$ cat src/rtl/hood_pkg.sv
// Shared definitions for the kitchen-hood fan sequencer.
//   - mode_state encodings presented to the fan datapath
//   - FSM state enum
//   - 6-bit minute/second time type, MAX_SEC constant
//   - helpers that split a duration in seconds into min/sec fields
package hood_pkg;

    localparam logic [2:0] MODE_STBY = 3'd0;
    localparam logic [2:0] MODE_G1   = 3'd1;
    localparam logic [2:0] MODE_G2   = 3'd2;
    localparam logic [2:0] MODE_HUR  = 3'd3;

    typedef enum logic [2:0] {
        StStby,
        StG1,
        StG2,
        StHur,
        StExit
    } fsm_state_e;

    typedef logic [5:0] time6_t;

    localparam time6_t MAX_SEC = 6'd59;

    // Minutes field of a duration; clamped so the field never exceeds 59.
    function automatic time6_t secs_to_min(input int unsigned secs);
        int unsigned m;
        m = secs / 60;
        if (m > 59) begin
            m = 59;
        end
        return time6_t'(m);
    endfunction

    function automatic time6_t secs_to_sec(input int unsigned secs);
        return time6_t'(secs % 60);
    endfunction

endpackage

$ cat src/rtl/hood_fan_sequencer_mm_ss_counter.sv
// mm_ss_counter: minute/second counter, binary fields 0..59.
//   COUNT_DOWN = 1 : counts down on tick, holds at 00:00 (never underflows)
//   COUNT_DOWN = 0 : counts up on tick, 59:59 wraps to 00:00
// Ports:
//   i_clk, i_rst           clock, asynchronous active-high reset (clears to 00:00)
//   i_load                 load i_load_min/i_load_sec; takes priority over i_tick
//   i_load_min, i_load_sec value to load
//   i_tick                 count enable
//   o_min, o_sec           current value
//   o_zero                 value is 00:00
module mm_ss_counter
    import hood_pkg::*;
#(
    parameter bit COUNT_DOWN = 1'b0
) (
    input  logic       i_clk,
    input  logic       i_rst,
    input  logic       i_load,
    input  logic [5:0] i_load_min,
    input  logic [5:0] i_load_sec,
    input  logic       i_tick,
    output logic [5:0] o_min,
    output logic [5:0] o_sec,
    output logic       o_zero
);

    time6_t r_min;
    time6_t r_sec;
    time6_t w_min_next;
    time6_t w_sec_next;

    always_comb begin
        w_min_next = r_min;
        w_sec_next = r_sec;
        if (i_load) begin
            w_min_next = i_load_min;
            w_sec_next = i_load_sec;
        end else if (i_tick) begin
            if (COUNT_DOWN) begin
                if (r_sec != 6'd0) begin
                    w_sec_next = r_sec - 6'd1;
                end else if (r_min != 6'd0) begin
                    w_min_next = r_min - 6'd1;
                    w_sec_next = MAX_SEC;
                end
            end else begin
                if (r_sec != MAX_SEC) begin
                    w_sec_next = r_sec + 6'd1;
                end else begin
                    w_sec_next = 6'd0;
                    w_min_next = (r_min == MAX_SEC) ? 6'd0 : r_min + 6'd1;
                end
            end
        end
    end

    always_ff @(posedge i_clk or posedge i_rst) begin
        if (i_rst) begin
            r_min <= 6'd0;
            r_sec <= 6'd0;
        end else begin
            r_min <= w_min_next;
            r_sec <= w_sec_next;
        end
    end

    assign o_min  = r_min;
    assign o_sec  = r_sec;
    assign o_zero = (r_min == 6'd0) && (r_sec == 6'd0);

endmodule

$ cat src/rtl/hood_fan_sequencer.sv
// hood_fan_sequencer: fan-mode controller for the kitchen hood.
// Turns debounced button pulses into the fan gear and drives the time display.
// States: standby, gear1, gear2, one-shot hurricane, timed exit (fan at gear2) back to standby.
// All timing is derived from the 1 Hz tick enable.
// Ports:
//   clk, rst                  clock, asynchronous active-high reset
//   tick_1hz                  one-cycle pulse per second
//   menu_btn                  return toward standby (highest priority)
//   mode1_btn..mode3_btn      request gear1 / gear2 / hurricane (mode3 > mode2 > mode1)
//   mode_state[2:0]           0=standby 1=gear1 2=gear2 3=hurricane
//   cd_min, cd_sec            countdown remaining, zero outside hurricane/exit
//   run_min, run_sec          cumulative fan-on time, wraps at 59:59
//   display_select            1 = show countdown, 0 = show run time
//   hurricane_used            hurricane already consumed
// Configuration macro: HURRICANE_REARM_EN -- when defined, REARM_SEC seconds of continuous
// standby re-arm the hurricane; otherwise hurricane_used clears only on reset.
module hood_fan_sequencer
    import hood_pkg::*;
#(
    parameter int unsigned HURRICANE_SEC = 60,
    parameter int unsigned EXIT_SEC      = 60,
    parameter int unsigned REARM_SEC     = 300
) (
    input  logic       clk,
    input  logic       rst,
    input  logic       tick_1hz,
    input  logic       menu_btn,
    input  logic       mode1_btn,
    input  logic       mode2_btn,
    input  logic       mode3_btn,
    output logic [2:0] mode_state,
    output logic [5:0] cd_min,
    output logic [5:0] cd_sec,
    output logic [5:0] run_min,
    output logic [5:0] run_sec,
    output logic       display_select,
    output logic       hurricane_used
);

    localparam time6_t HurMin  = secs_to_min(HURRICANE_SEC);
    localparam time6_t HurSec  = secs_to_sec(HURRICANE_SEC);
    localparam time6_t ExitMin = secs_to_min(EXIT_SEC);
    localparam time6_t ExitSec = secs_to_sec(EXIT_SEC);

    fsm_state_e r_state;
    fsm_state_e w_state_next;
    logic       r_used;

    logic       w_cd_load;
    time6_t     w_cd_load_min;
    time6_t     w_cd_load_sec;
    logic       w_cd_tick;
    time6_t     w_cd_min;
    time6_t     w_cd_sec;
    logic       w_cd_zero;
    logic       w_cd_last;
    logic       w_take_hur;
    logic       w_rearm;
    logic       w_run_tick;
    logic       w_show_cd;

    // Countdown sits at 00:01: the next tick empties it.
    assign w_cd_last = (w_cd_min == 6'd0) && (w_cd_sec == 6'd1);

    always_comb begin
        w_state_next  = r_state;
        w_cd_load     = 1'b0;
        w_cd_load_min = 6'd0;
        w_cd_load_sec = 6'd0;
        w_cd_tick     = 1'b0;
        w_take_hur    = 1'b0;
        unique case (r_state)
            StStby, StG1, StG2: begin
                // Only the highest-priority pressed button is considered; if it has
                // no effect (e.g. mode3 with hurricane used) the cycle is a no-op.
                if (menu_btn) begin
                    w_state_next = StStby;
                end else if (mode3_btn) begin
                    if (!r_used) begin
                        w_state_next  = StHur;
                        w_cd_load     = 1'b1;
                        w_cd_load_min = HurMin;
                        w_cd_load_sec = HurSec;
                        w_take_hur    = 1'b1;
                    end
                end else if (mode2_btn) begin
                    w_state_next = StG2;
                end else if (mode1_btn) begin
                    w_state_next = StG1;
                end
            end
            StHur: begin
                if (menu_btn) begin
                    // Reload wins over a coincident tick.
                    w_state_next  = StExit;
                    w_cd_load     = 1'b1;
                    w_cd_load_min = ExitMin;
                    w_cd_load_sec = ExitSec;
                end else if (w_cd_zero) begin
                    w_state_next = StG2;
                end else if (tick_1hz) begin
                    w_cd_tick = 1'b1;
                    if (w_cd_last) begin
                        w_state_next = StG2;
                    end
                end
            end
            StExit: begin
                if (w_cd_zero) begin
                    w_state_next = StStby;
                end else if (tick_1hz) begin
                    w_cd_tick = 1'b1;
                    if (w_cd_last) begin
                        w_state_next = StStby;
                    end
                end
            end
            default: begin
                w_state_next = StStby;
            end
        endcase
    end

    always_ff @(posedge clk or posedge rst) begin
        if (rst) begin
            r_state <= StStby;
        end else begin
            r_state <= w_state_next;
        end
    end

    always_ff @(posedge clk or posedge rst) begin
        if (rst) begin
            r_used <= 1'b0;
        end else if (w_take_hur) begin
            r_used <= 1'b1;
        end else if (w_rearm) begin
            r_used <= 1'b0;
        end
    end

`ifdef HURRICANE_REARM_EN
    localparam int unsigned SbyW = $clog2(REARM_SEC + 1);
    localparam logic [SbyW-1:0] RearmMax  = SbyW'(REARM_SEC);
    localparam logic [SbyW-1:0] RearmLast = SbyW'(REARM_SEC - 1);

    logic [SbyW-1:0] r_sby_cnt;
    logic            w_stay_sby;

    assign w_stay_sby = (r_state == StStby) && (w_state_next == StStby);

    // Saturates at REARM_SEC so the clear fires once per standby stretch.
    always_ff @(posedge clk or posedge rst) begin
        if (rst) begin
            r_sby_cnt <= '0;
        end else if (!w_stay_sby) begin
            r_sby_cnt <= '0;
        end else if (tick_1hz && (r_sby_cnt != RearmMax)) begin
            r_sby_cnt <= r_sby_cnt + 1'b1;
        end
    end

    assign w_rearm = w_stay_sby && tick_1hz && (r_sby_cnt == RearmLast);
`else
    logic w_unused_rearm;
    assign w_unused_rearm = ^REARM_SEC;
    assign w_rearm        = 1'b0;
`endif

    mm_ss_counter #(
        .COUNT_DOWN (1'b1)
    ) u_countdown (
        .i_clk      (clk),
        .i_rst      (rst),
        .i_load     (w_cd_load),
        .i_load_min (w_cd_load_min),
        .i_load_sec (w_cd_load_sec),
        .i_tick     (w_cd_tick),
        .o_min      (w_cd_min),
        .o_sec      (w_cd_sec),
        .o_zero     (w_cd_zero)
    );

    // Run time accumulates whenever the fan is on (any state but standby).
    assign w_run_tick = tick_1hz && (r_state != StStby);

    logic w_run_zero_unused;

    mm_ss_counter #(
        .COUNT_DOWN (1'b0)
    ) u_run_timer (
        .i_clk      (clk),
        .i_rst      (rst),
        .i_load     (1'b0),
        .i_load_min (6'd0),
        .i_load_sec (6'd0),
        .i_tick     (w_run_tick),
        .o_min      (run_min),
        .o_sec      (run_sec),
        .o_zero     (w_run_zero_unused)
    );

    always_comb begin
        mode_state = MODE_STBY;
        unique case (r_state)
            StG1:         mode_state = MODE_G1;
            StG2, StExit: mode_state = MODE_G2;
            StHur:        mode_state = MODE_HUR;
            default:      mode_state = MODE_STBY;
        endcase
    end

    assign w_show_cd      = (r_state == StHur) || (r_state == StExit);
    assign display_select = w_show_cd;
    assign cd_min         = w_show_cd ? w_cd_min : 6'd0;
    assign cd_sec         = w_show_cd ? w_cd_sec : 6'd0;
    assign hurricane_used = r_used;

endmodule
$ cat config.mk
export PLATFORM = sky130hd
export DESIGN_NAME = hood_fan_sequencer
export DESIGN_NICKNAME = d
export VERILOG_FILES = /design/src/rtl/hood_pkg.sv /design/src/rtl/hood_fan_sequencer_mm_ss_counter.sv /design/src/rtl/hood_fan_sequencer.sv
export SDC_FILE = /design/constraint.sdc
export NUM_CORES = 1
export LEC_CHECK = 0
export BUFFER_PORTS_ARGS = -buffer_cell sky130_fd_sc_hd__clkbuf_2
export CORE_MARGIN = 1.5
export CORE_UTILIZATION = 41
export DETAILED_ROUTE_END_ITERATION = 8
export GPL_TIMING_DRIVEN = 0
export PLACE_DENSITY = 0.76
export SYNTH_ARGS = -nofsm -noshare
export SYNTH_HDL_FRONTEND = slang
export SYNTH_HIERARCHICAL = 1
export SYNTH_SLANG_ARGS = --single-unit
$ cat constraint.sdc
create_clock -name clk -period 2.2 [get_ports clk]
set_input_delay 0.11 -clock clk [delete_from_list [all_inputs] [get_ports clk]]
set_output_delay 0.11 -clock clk [all_outputs]
set_load 0.005 [all_outputs]
[After elaboration in Yosys (flattened, before gate mapping)]
Cells that the tools add are included.
Cells by class
  $add $sub $neg: 4
  equal/unequal tests: 14
  mux-type cells: 41
  bitwise gates (word level): 1
  reduce and logical (&&, ||, !) cells: 19
Operators with widths (number)
  6-bit 2-to-1 mux: 12
  3-bit 2-to-1 mux: 12
  6-bit by 1-bit adder with 6-bit output (second input constant): 2
  6-bit logical NOT: 2
  1-bit 2-to-1 mux: 12
  6-bit nonzero test: 2
  6-bit by 1-bit subtractor with 6-bit output (second input constant): 2
  3-bit one-hot mux with 3 select lines: 1
  4-bit by 3-bit inequality test with 1-bit output (second input constant): 2
  3-bit by 2-bit == test with 1-bit output (second input constant): 2
  6-bit by 1-bit == test with 1-bit output (second input constant): 1
  6-bit == test (second input constant): 1
  3-bit by 2-bit inequality test with 1-bit output (second input constant): 2
  6-bit inequality test (second input constant): 1
  1-bit one-hot mux with 2 select lines: 3
  2-bit one-hot mux with 3 select lines: 1
  6-bit AND reduction: 1
  3-bit nonzero test: 2
  5-bit inequality test (second input constant): 1
  4-bit inequality test (second input constant): 1
  2-bit AND reduction: 2
  2-bit nonzero test: 2
  3-bit by 1-bit == test with 1-bit output (second input constant): 1
  3-bit == test (second input constant): 1
  other kinds (8): 10
Word-level totals
  flip-flop bits (word level): 28
  input bits: 7
  logic and storage cells: 85

[Depth between registers and ports, before layout]
Gate-level depths: netlist (run 1).
  word-level depth: 7
  mapped depth: 12

[Cells and area by module]
Netlist (run 1), hierarchy kept.
Modules (own cells, without submodules)
  mm_ss_counter (u_run_timer): times used 1, cells each 98, area each 823.3 um2
  mm_ss_counter (u_countdown): times used 1, cells each 95, area each 819.5 um2
  hood_fan_sequencer: times used 1, cells each 54, area each 431.7 um2

[Worst setup path before layout (run 1)]
OpenSTA, ideal clock, no wires.
  path type: register to register
  start: register u_countdown.r_sec[0], in the netlist u_countdown/o_sec[0]
  end: register u_countdown.r_min[4], in the netlist u_countdown/o_min[4]
  library setup time: 77 ps
  data arrival time: 2249 ps
  data required time: 2123 ps
  path slack: -125 ps
  stages on the path, launching flop included: 13
  buffers on the path: 1
  period minus slack after synthesis: 2325 ps
  path through: dfrtp_1 -> inv_1 -> ha_1 -> nor2b_1 -> buf_2 -> nand2_1 -> nor3_1 -> a21oi_4 -> and3_1 -> nor4b_2 -> o2111ai_1 -> xor2_1 -> o21ai_1
Between the ends
  longest elaborated chain between the ends: 7
  elaborated cells on any way between the ends: 9
RTL lines
  from (decl): line hood_fan_sequencer_mm_ss_counter.sv:28  | time6_t r_sec;
  from (signal assigned): line hood_fan_sequencer_mm_ss_counter.sv:63  | r_sec <= w_sec_next;
  6-bit logical NOT *: line hood_fan_sequencer_mm_ss_counter.sv:69  | assign o_zero = (r_min == 6'd0) && (r_sec == 6'd0);
  1-bit logical AND *: line hood_fan_sequencer_mm_ss_counter.sv:69
  named net w_cd_zero: line hood_fan_sequencer.sv:55  | logic w_cd_zero;
  1-bit 2-to-1 mux *: line hood_fan_sequencer.sv:99  | end else if (w_cd_zero) begin
  1-bit 2-to-1 mux: line hood_fan_sequencer.sv:93  | if (menu_btn) begin
  1-bit one-hot mux with 2 select lines *: line hood_fan_sequencer.sv:72  | unique case (r_state)
  named net w_cd_tick: line hood_fan_sequencer.sv:52  | logic w_cd_tick;
  2-bit nonzero test (no line) *
  3-bit AND reduction (no line) *
  to (signal assigned): line hood_fan_sequencer_mm_ss_counter.sv:62  | r_min <= w_min_next;
  to (decl): line hood_fan_sequencer_mm_ss_counter.sv:27  | time6_t r_min;
The timed path passes the listed nets; every way through them passes the cells marked *.
A chain may end at the register's enable or synchronous reset.

[Worst setup path in the final report (run 1)]
  start: register r_state[2]
  end: register u_countdown.r_min[2], in the netlist u_countdown/o_min[2]
Between the ends
  elaborated cells on any way between the ends: 13
RTL lines
  from (decl): line hood_fan_sequencer.sv:45  | fsm_state_e r_state;
  from (signal assigned): line hood_fan_sequencer.sv:126  | r_state <= StStby;
  from (signal assigned): line hood_fan_sequencer.sv:128  | r_state <= w_state_next;
  3-bit == test / 3-bit by 2-bit == test with 1-bit output (equally long branches): line hood_fan_sequencer.sv:72
  1-bit one-hot mux with 2 select lines *: line hood_fan_sequencer.sv:72
  named net w_cd_tick: line hood_fan_sequencer.sv:52
  2-bit nonzero test (no line) *
  3-bit AND reduction (no line) *
Marked as above.

==> flow_summary.json, run 1 <==
{
  "antenna_found_initial": 0,
  "drt-total-wl_um": 5140,
  "coreArea_mm2": 0.00479,
  "max_stage_delay_ns": 0.41,
  "seq_area_um2": 704,
  "die_h_um": 73.8,
  "fillCellCount": 464,
  "path_delay_family": "simple AND/OR/NAND/NOR gates",
  "gp_congestion": 0.884,
  "fin_nets": 338,
  "maxSlewViolCount": 0,
  "wl_per_cell_um": 13.2,
  "cp_max_fo": 6,
  "status": "finished, final reports clean",
  "area_delta_synth_final_pct": 28.6,
  "post_route_cells_drive_above_1_share_pct": 26.1,
  "diodes": 0,
  "fin_cells": 389,
  "dp_hpwl_um": 3580,
  "cp.required_ns": 2.41,
  "max_freq_ghz": 0.463,
  "grt_pass1_vias": 1806,
  "grt_max_degree": 16,
  "hold_slack_ns": 0.0844,
  "drtAntennaViolNets": 0,
  "dieArea_mm2": 0.00544,
  "crit_type": "reg -> reg",
  "drv_cap": 0,
  "dp_cells": 373,
  "hold_viol_final": 0,
  "start_kind": "register",
  "worst-endpoint-arrival_ns": 2.37,
  "drt-pass1-iter-count": 4,
  "initial_core_util_pct": 42.9,
  "clk-insertion-delay-late_ns": 0.28,
  "vias_per_cell": 5.22,
  "htreeDepth": 1,
  "hold_path_class": "in -> reg",
  "synth_area_mm2": 0.00205,
  "p_per_area_mw_per_mm2": 900,
  "p_leak_nw": 1.19,
  "clockBufferDepth": 2,
  "setup_viol": 0,
  "synthesis.yosys.warnings": 6,
  "synthCells": 243,
  "die_w_um": 73.8,
  "final_util_pct": 55.2,
  "drc": 0,
  "grt_setup_unrepaired": "yes",
  "worstPathCellList": "buf_6 -> or3b_4 -> a21oi_4 -> and3_4 -> nor4b_4 -> o211ai_1 -> xor2_1 -> o21ai_1",
  "maxSlewHeadroom_pct": 64.2,
  "num_vias": 2030,
  "endpoint_kind": "register",
  "cts-root-buf": "clkbuf_8",
  "clk_pin_slew_ns": 0.10,
  "syn_area_per_cell_um2": 8.45,
  "cts_tree": "done",
  "rows": 25,
  "grt_pass1_wl_um": 8270,
  "tightest_slew_ns": 0.530,
  "drtIter0Drc": 106,
  "io_buffers": 34,
  "multi_input_area_mm2": 0.00140,
  "min_period_ns": 2.16,
  "cts.sinks": 28,
  "cp_slowest_cell": "or3b_4",
  "vdd_drop_max_mv": 0.599,
  "worstPathBufferInverterCount": 1,
  "track_usage_pct": 19.2,
  "ioPinCount": 36,
  "skew_ns": 0.0101,
  "finalCritPeriodShare_pct": 98.3,
  "grt-ovfl-total": 0,
  "cts_buffers": 3
}
==> stage by stage <==
step                power (mW)  instance area (um2)  TNS [ns]  setup slack (ns)
floorplan                 1.53                 2180         0           0.00875
global placement          1.78                 2430     -2.25            -0.351
detailed placement        1.83                 2430     -2.80            -0.375
CTS                       2.29                 2590         0            0.0191
global route              2.54                 2640    -0.183           -0.0803
finish                    2.38                 2640         0            0.0384
==> routing by layer <==
| layer | up-vias | track usage (%) | part of all wire, % |
|---|---|---|---|
| met1 | 962 | 24.9 | 45 |
| met3 | 10 | 2.33 | 3.9 |
| met4 | 0 | 7.41 | 1.6 |
| met2 | 53 | 32.5 | 50 |
| li1 | 1005 | - | - |
| met5 | - | 0 | 0 |
==> worst register-to-register path, cell delays in order, from the launching register on <==
cell and delay (ns):
dfrtp_1 0.37, buf_6 0.12, or3b_4 0.41, a21oi_4 0.18
and3_4 0.24, nor4b_4 0.30, o211ai_1 0.18, xor2_1 0.17
o21ai_1 0.14
==> layout by cell type, fill, tap and decap left out, types with 4 or more instances in the layout <==
cell / n
clkbuf_2: 34
conb_1: 30
nand2_1: 27
dfrtp_1: 25
nor2_1: 19
inv_1: 17
buf_4: 14
o21ai_0: 13
and2_1: 12
a21oi_1: 11
nand3_1: 9
o21ai_1: 6
ha_1: 6
nor3_1: 5
clkbuf_8: 4
==> report_power, final <==
part / internal (mW) / switching [mW]
clock: 0.161 / 0.174
combinational: 0.522 / 0.596
sequential: 0.665 / 0.260
==> layout make-up <==
type | count | share of cell area, %
buffer | 8 | 2.04
clock buffer | 4 | 2.08
inverter | 19 | 2.70
multi-input combinational | 216 | 53.1
sequential | 28 | 26.7
tap | 67 | 3.17
timing repair buffer | 47 | 10.2
==> flip-flops by register name (all words and copies together), names as in the netlist <==
signal	count
u_countdown/o_min	6
u_run_timer/o_sec	6
hurricane_used	1
u_run_timer/o_min	6
u_countdown/o_sec	6
r_state	3
==> what timing repair did <==
item / in CTS / in global routing
endpoints found under the hold margin: 28 / 0
endpoints found under the setup margin: 12 / 8
buffers inserted: 6 / 6
pin swaps: 4 / 7
resized for setup: 12 / 5
hold buffers: 1 / 0
==> worst paths after layout <==
check                               startpoint                   end  slack [ns]  cells past startpoint
worst max-delay path                r_state[2]  u_countdown/o_min[2]        0.04                      8
worst min register to register  hurricane_used        hurricane_used        0.57                      1
max in group asynchronous                  rst  u_countdown/o_sec[0]        1.40                      3
min in group asynchronous                  rst            r_state[2]        0.28                      3
worst max register to register      r_state[2]  u_countdown/o_min[2]        0.04                      8
worst min-delay path                  menu_btn            r_state[1]        0.08                      2
Power figures use the tool's default switching activity.
==> run 2, diff against run 1 <==
--- a/config.mk
+++ b/config.mk
@@ -10,7 +10,7 @@
 export CORE_UTILIZATION = 41
 export DETAILED_ROUTE_END_ITERATION = 8
 export GPL_TIMING_DRIVEN = 0
-export PLACE_DENSITY = 0.76
+export PLACE_DENSITY = 0.73
 export SYNTH_ARGS = -nofsm -noshare
 export SYNTH_HDL_FRONTEND = slang
 export SYNTH_HIERARCHICAL = 1
==> constraint.sdc (replaced) <==
create_clock -name clk -period 2.1 [get_ports clk]
set_input_delay 0.105 -clock clk [delete_from_list [all_inputs] [get_ports clk]]
set_output_delay 0.105 -clock clk [all_outputs]
set_load 0.005 [all_outputs]
==> run 2 against run 1 <==
  * Register-to-register slack worse by 0.03 ns
  * Core utilization is 1.8 points higher
  * Global-route usage is 0.17 points higher
  * Clock power is 12% lower
  * First-iteration DRC count is 60% higher
  * Critical path depth stayed put
  * Die area stayed put
  * Critical path type unchanged
  * Wire length is 0.72% lower
  * Flip-flop and latch count stayed put
  * Non-clock buffer count is 9 higher
  * Via count is 1.1% lower
  * Combinational power is 16% higher
==> flow_summary.json, run 2 (same netlist as run 1, synthesis figures left out) <==
{
  "status": "finished, final reports clean",
  "grt_pass1_wl_um": 8420,
  "path_delay_family": "simple AND/OR/NAND/NOR gates",
  "post_route_cells_drive_above_1_share_pct": 29.1,
  "fin_tns_setup_ns": 0,
  "whs_path_depth": 2,
  "dp_hpwl_um": 3550,
  "gp_congestion": 0.854,
  "drv_cap": 0,
  "clk-insertion-delay-late_ns": 0.27,
  "ioPinCount": 36,
  "grt_max_degree": 15,
  "p_leak_nw": 1.23,
  "grt_setup_unrepaired": "yes",
  "num_vias": 2008,
  "ff2ff_path_depth": 8,
  "worst_slack_ns": 0.0133,
  "layout.cells.most_common": "clkbuf_2",
  "htreeDepth": 1,
  "start_kind": "register",
  "fin_nets": 347,
  "skew_ns": 0.00165,
  "r2r_end": "u_countdown/o_min[4]",
  "wl_per_cell_um": 12.9,
  "setup_viol": 0,
  "track_usage_pct": 19.4,
  "drtAntennaViolNets": 0,
  "cp_max_fo": 5,
  "cts_tree": "done",
  "worstReg2RegStart": "r_state[2]",
  "p_per_area_mw_per_mm2": 931,
  "final_util_pct": 57.0,
  "antenna_found_initial": 0,
  "diodes": 0,
  "cp_slowest_cell": "or3b_4",
  "drt-pass1-iter-count": 4,
  "hp-start": "menu_btn",
  "worst-endpoint-arrival_ns": 2.24,
  "vdd_drop_max_mv": 0.561,
  "drt-total-wl_um": 5110,
  "rows": 25,
  "max_stage_delay_ns": 0.40,
  "maxSlewHeadroom_pct": 65.3,
  "r2r_setup_slack_ns": 0.01,
  "io_buffers": 34,
  "tightest_slew_ns": 0.514,
  "cts.sinks": 28,
  "endpoint_kind": "register",
  "dieArea_mm2": 0.00544,
  "clk_pin_slew_ns": 0.10,
  "maxSlewViolCount": 0,
  "grt-ovfl-total": 0,
  "vias_per_cell": 5.06,
  "clockBufferDepth": 2,
  "dp_slack_ns": -0.342,
  "area_delta_synth_final_pct": 32.8,
  "initial_core_util_pct": 42.9,
  "die_h_um": 73.8,
  "finalCritPeriodShare_pct": 99.4,
  "cts-root-buf": "clkbuf_8",
  "worstPathCellList": "buf_6 -> or3b_4 -> a21oi_4 -> and3_4 -> nor4b_4 -> o2111ai_2 -> xor2_1 -> o21ai_1",
  "mostFrequentLayoutCells": "clkbuf_2, conb_1, nand2_1, dfrtp_1, buf_4",
  "crit_type": "reg -> reg",
  "worstPathBufferInverterCount": 1,
  "drtIter0Drc": 170,
  "hold_path_class": "in -> reg",
  "cp.required_ns": 2.25,
  "min_to": "r_state[1]",
  "die_w_um": 73.8,
  "hold_viol_final": 0,
  "drc": 0,
  "hold_slack_ns": 0.0764,
  "min_period_ns": 2.09,
  "coreArea_mm2": 0.00479,
  "max_freq_ghz": 0.479,
  "grt_pass1_vias": 1872,
  "cts_buffers": 3
}
-- run 2: changes by cell type in the layout (fill, tap and decap cells not counted), sizes merged --
cell,before,now
buf,17,26
clkbuf,41,40
-- run 2: per-layer routing --
| layer | track usage [%] | wire length [um] | vias up |
|---|---|---|---|
| li1 | - | - | 1023 |
| met5 | 0 | 0 | - |
| met1 | 26.6 | 2360 | 940 |
| met3 | 2.61 | 163 | 2 |
| met2 | 32.8 | 2570 | 43 |
| met4 | 3.50 | 15 | 0 |
-- run 2: cell type report --
| type | instances | area (um2) |
|---|---|---|
| Buffer | 8 | 55.1 |
| Clock buffer | 3 | 41.3 |
| Tap cell | 67 | 83.8 |
| Fill cell | 435 | 2060 |
| Multi-Input combinational cell | 216 | 1430 |
| Sequential cell | 28 | 706 |
| Inverter | 19 | 71.3 |
| Timing Repair Buffer | 56 | 338 |
-- run 2: per-stage QoR --
step | cells | total power [mW] | instance area, um2
after floorplan | 272 | 1.64 | 2210
after global placement | 373 | 1.92 | 2460
after detailed placement | 373 | 1.95 | 2460
after CTS | 390 | 2.46 | 2650
after global routing | 397 | 2.74 | 2730
final | 397 | 2.54 | 2730
-- run 2: timing repair --
action,CTS,global route
hold buffers,1,0
gates resized for setup,11,9
endpoints found under the hold margin,28,0
endpoints found under the setup margin,12,12
buffers inserted,14,7
pin swaps,5,8
-- run 2: how the worst max path moves through the flow --
stage / start / to / slack (ns) / cells past startpoint
global placement: u_countdown/o_sec[1] / u_countdown/o_min[4] / -0.31 / 12
CTS: r_state[2] / u_countdown/o_min[4] / -0.008 / 8
floorplan: u_countdown/o_sec[0] / u_countdown/o_min[4] / -0.008 / 12
finish: r_state[2] / u_countdown/o_min[4] / 0.01 / 8
detailed placement: u_countdown/o_sec[1] / u_countdown/o_min[4] / -0.34 / 12
global route: r_state[2] / u_countdown/o_min[4] / -0.09 / 8
-- run 2: where the power goes --
part,leakage [nW],switching (mW),internal [mW]
registers,0.331,0.240,0.699
logic,0.877,0.682,0.623
clock network,0.0216,0.166,0.129
-- run 2: worst reg2reg max path: stages, from the launching register on --
cell and delay, ns:
dfrtp_1 0.37, buf_6 0.10, or3b_4 0.40, a21oi_4 0.14, and3_4 0.23, nor4b_4 0.31, o2111ai_2 0.18, xor2_1 0.16
o21ai_1 0.07
==> run 3, diff against run 2 <==
--- a/config.mk
+++ b/config.mk
@@ -10,7 +10,8 @@
 export CORE_UTILIZATION = 41
 export DETAILED_ROUTE_END_ITERATION = 8
 export GPL_TIMING_DRIVEN = 0
-export PLACE_DENSITY = 0.73
+export HOLD_SLACK_MARGIN = 0.02
+export PLACE_DENSITY = 0.66
 export SYNTH_ARGS = -nofsm -noshare
 export SYNTH_HDL_FRONTEND = slang
 export SYNTH_HIERARCHICAL = 1
==> run 3 against run 2 <==
  * First-iteration DRC count fell by 38%
  * Worst setup slack improved by 0.035 ns
  * Critical endpoint is now u_countdown/o_min[2]
  * Register-to-register slack improved by 0.03 ns
  * Largest power group unchanged
  * Via count fell by 2.0%
  * Sequential power fell by 0.5%
  * Core utilization barely moved
  * Sequential share of layout area barely moved
  * Largest cell class unchanged
  * Critical path depth did not move
==> flow_summary.json, run 3 (same netlist as run 1, synthesis figures left out) <==
{
  "whs_path_depth": 2,
  "layout.cells.most_common": "clkbuf_2",
  "hp-start": "menu_btn",
  "skew_ns": 0.00580,
  "antenna_found_initial": 0,
  "start_kind": "register",
  "worst_slack_ns": 0.0479,
  "grt_max_degree": 15,
  "fin_nets": 348,
  "min_to": "r_state[1]",
  "drtIter0Drc": 105,
  "final_util_pct": 57.0,
  "tightest_slew_ns": 0.528,
  "worst-endpoint-arrival_ns": 2.25,
  "setup_viol": 0,
  "status": "finished, final reports clean",
  "p_sw_mw": 1.07,
  "io_buffers": 34,
  "grt-ovfl-total": 0,
  "pwr-share-seq_pct": 36.7,
  "stdcell_area_mm2": 0.00273,
  "die_h_um": 73.8,
  "p_clk_share_pct": 11.4,
  "p_sw_share_pct": 41.8,
  "finalCritPeriodShare_pct": 97.7,
  "hold_viol_final": 0,
  "coreArea_mm2": 0.00479,
  "max_freq_ghz": 0.487,
  "initial_core_util_pct": 42.9,
  "htreeDepth": 1,
  "power_mw": 2.55,
  "hold_path_class": "in -> reg",
  "r2r_setup_slack_ns": 0.05,
  "maxSlewHeadroom_pct": 64.5,
  "mostFrequentLayoutCells": "clkbuf_2, conb_1, nand2_1, buf_4, dfrtp_1",
  "worstReg2RegStart": "r_state[2]",
  "crit_type": "reg -> reg",
  "cp_max_fo": 6,
  "num_vias": 1967,
  "drc": 0,
  "drt-total-wl_um": 4930,
  "ioPinCount": 36,
  "p_leak_nw": 1.23,
  "dp_hpwl_um": 3560,
  "drt-pass1-iter-count": 4,
  "vdd_drop_max_mv": 0.649,
  "place_area_mm2": 0.00246,
  "die_w_um": 73.8,
  "grt_setup_unrepaired": "yes",
  "cell_internal_pwr_mw": 1.48,
  "post_route_cells_drive_above_1_share_pct": 29.3,
  "area_delta_synth_final_pct": 32.8,
  "wl_per_cell_um": 12.4,
  "dp_slack_ns": -0.299,
  "rows": 25,
  "cp.required_ns": 2.30,
  "clk-insertion-delay-late_ns": 0.27,
  "fin_tns_setup_ns": 0,
  "combPwrFrac_pct": 52.0,
  "ff2ff_path_depth": 8,
  "diodes": 0,
  "clockBufferDepth": 2,
  "fillCellCount": 471,
  "cts.sinks": 28,
  "gp_congestion": 0.803,
  "r2r_end": "u_countdown/o_min[2]",
  "grt_pass1_wl_um": 8300,
  "drtAntennaViolNets": 0,
  "track_usage_pct": 19.1,
  "cts_buffers": 3,
  "endpoint_kind": "register",
  "dieArea_mm2": 0.00544,
  "cts-root-buf": "clkbuf_8",
  "vias_per_cell": 4.94,
  "cts_tree": "done",
  "p_per_area_mw_per_mm2": 935,
  "grt_pass1_vias": 1825,
  "maxSlewViolCount": 0,
  "drv_cap": 0,
  "min_period_ns": 2.05,
  "clk_pin_slew_ns": 0.09
}
==> run 3: cell types whose count changed in the layout (fill, tap and decap cells not counted) <==
cell,previous run,this run
o311ai_0,1,2
o311ai_2,1,0
dfrtp_1,24,23
dfrtp_2,4,5
buf_4,23,24
==> run 3: cell type report <==
type | count | area [um2] | area share, %
buffer | 8 | 55.1 | 2.02
clock buffer | 3 | 41.3 | 1.51
inverter | 19 | 71.3 | 2.61
multi-input combinational | 216 | 1430 | 52.2
sequential | 28 | 707 | 25.9
tap | 67 | 83.8 | 3.07
timing repair buffer | 57 | 345 | 12.7
==> run 3: metal layers <==
| layer | wire length [um] | vias to the layer above | track usage [%] |
|---|---|---|---|
| met5 | 0 | - | 0 |
| met4 | 27 | 0 | 3.70 |
| met3 | 119 | 2 | 2.06 |
| met2 | 2430 | 25 | 32.6 |
| met1 | 2350 | 914 | 26.2 |
| li1 | - | 1026 | - |
==> run 3: worst max-delay path: stages (launching register included) <==
cell      delay (ns)
dfrtp_1         0.36
buf_6           0.10
or3b_4          0.40
a21oi_4         0.14
and3_4          0.23
nor4b_4         0.29
o211ai_1        0.16
xor2_1          0.17
o21ai_1         0.13
==> run 3: power by group through the flow <==
stage	registers [mW]	clock network (mW)	logic, mW
2_1_floorplan	0.910	0	0.733
3_3_place_gp	0.983	0	0.951
3_5_place_dp	0.986	0	0.960
4_1_cts	0.937	0.306	1.19
5_1_grt	0.968	0.331	1.48
6_report	0.935	0.290	1.33
==> run 3: how the worst max path moves through the flow <==
stage | from | to | slack (ns) | depth (start not counted)
3_5_place_dp | u_countdown/o_sec[1] | u_countdown/o_min[4] | -0.30 | 12
6_report | r_state[2] | u_countdown/o_min[2] | 0.05 | 8
3_3_place_gp | u_countdown/o_sec[1] | u_countdown/o_min[4] | -0.31 | 12
2_1_floorplan | u_countdown/o_sec[0] | u_countdown/o_min[4] | -0.008 | 12
4_1_cts | r_state[2] | u_countdown/o_min[2] | 0.007 | 8
5_1_grt | r_state[2] | u_countdown/o_min[2] | -0.07 | 8
==> run 3: per-stage QoR <==
stage / std cells / hold slack [ns]
global placement: 373 / 0.0209
floorplan: 272 / -0.129
global route: 398 / 0.0859
CTS: 389 / 0.0733
detailed placement: 373 / 0.0172
finish: 398 / 0.0909
==> run 3: what timing repair did <==
| item | 4_1_cts | 5_1_grt |
|---|---|---|
| hold buffers | 1 | 0 |
| pin swaps | 6 | 8 |
| resized for setup | 12 | 7 |
| setup endpoints to repair | 12 | 11 |
| hold endpoints to repair | 28 | 0 |
| buffers inserted | 13 | 9 |
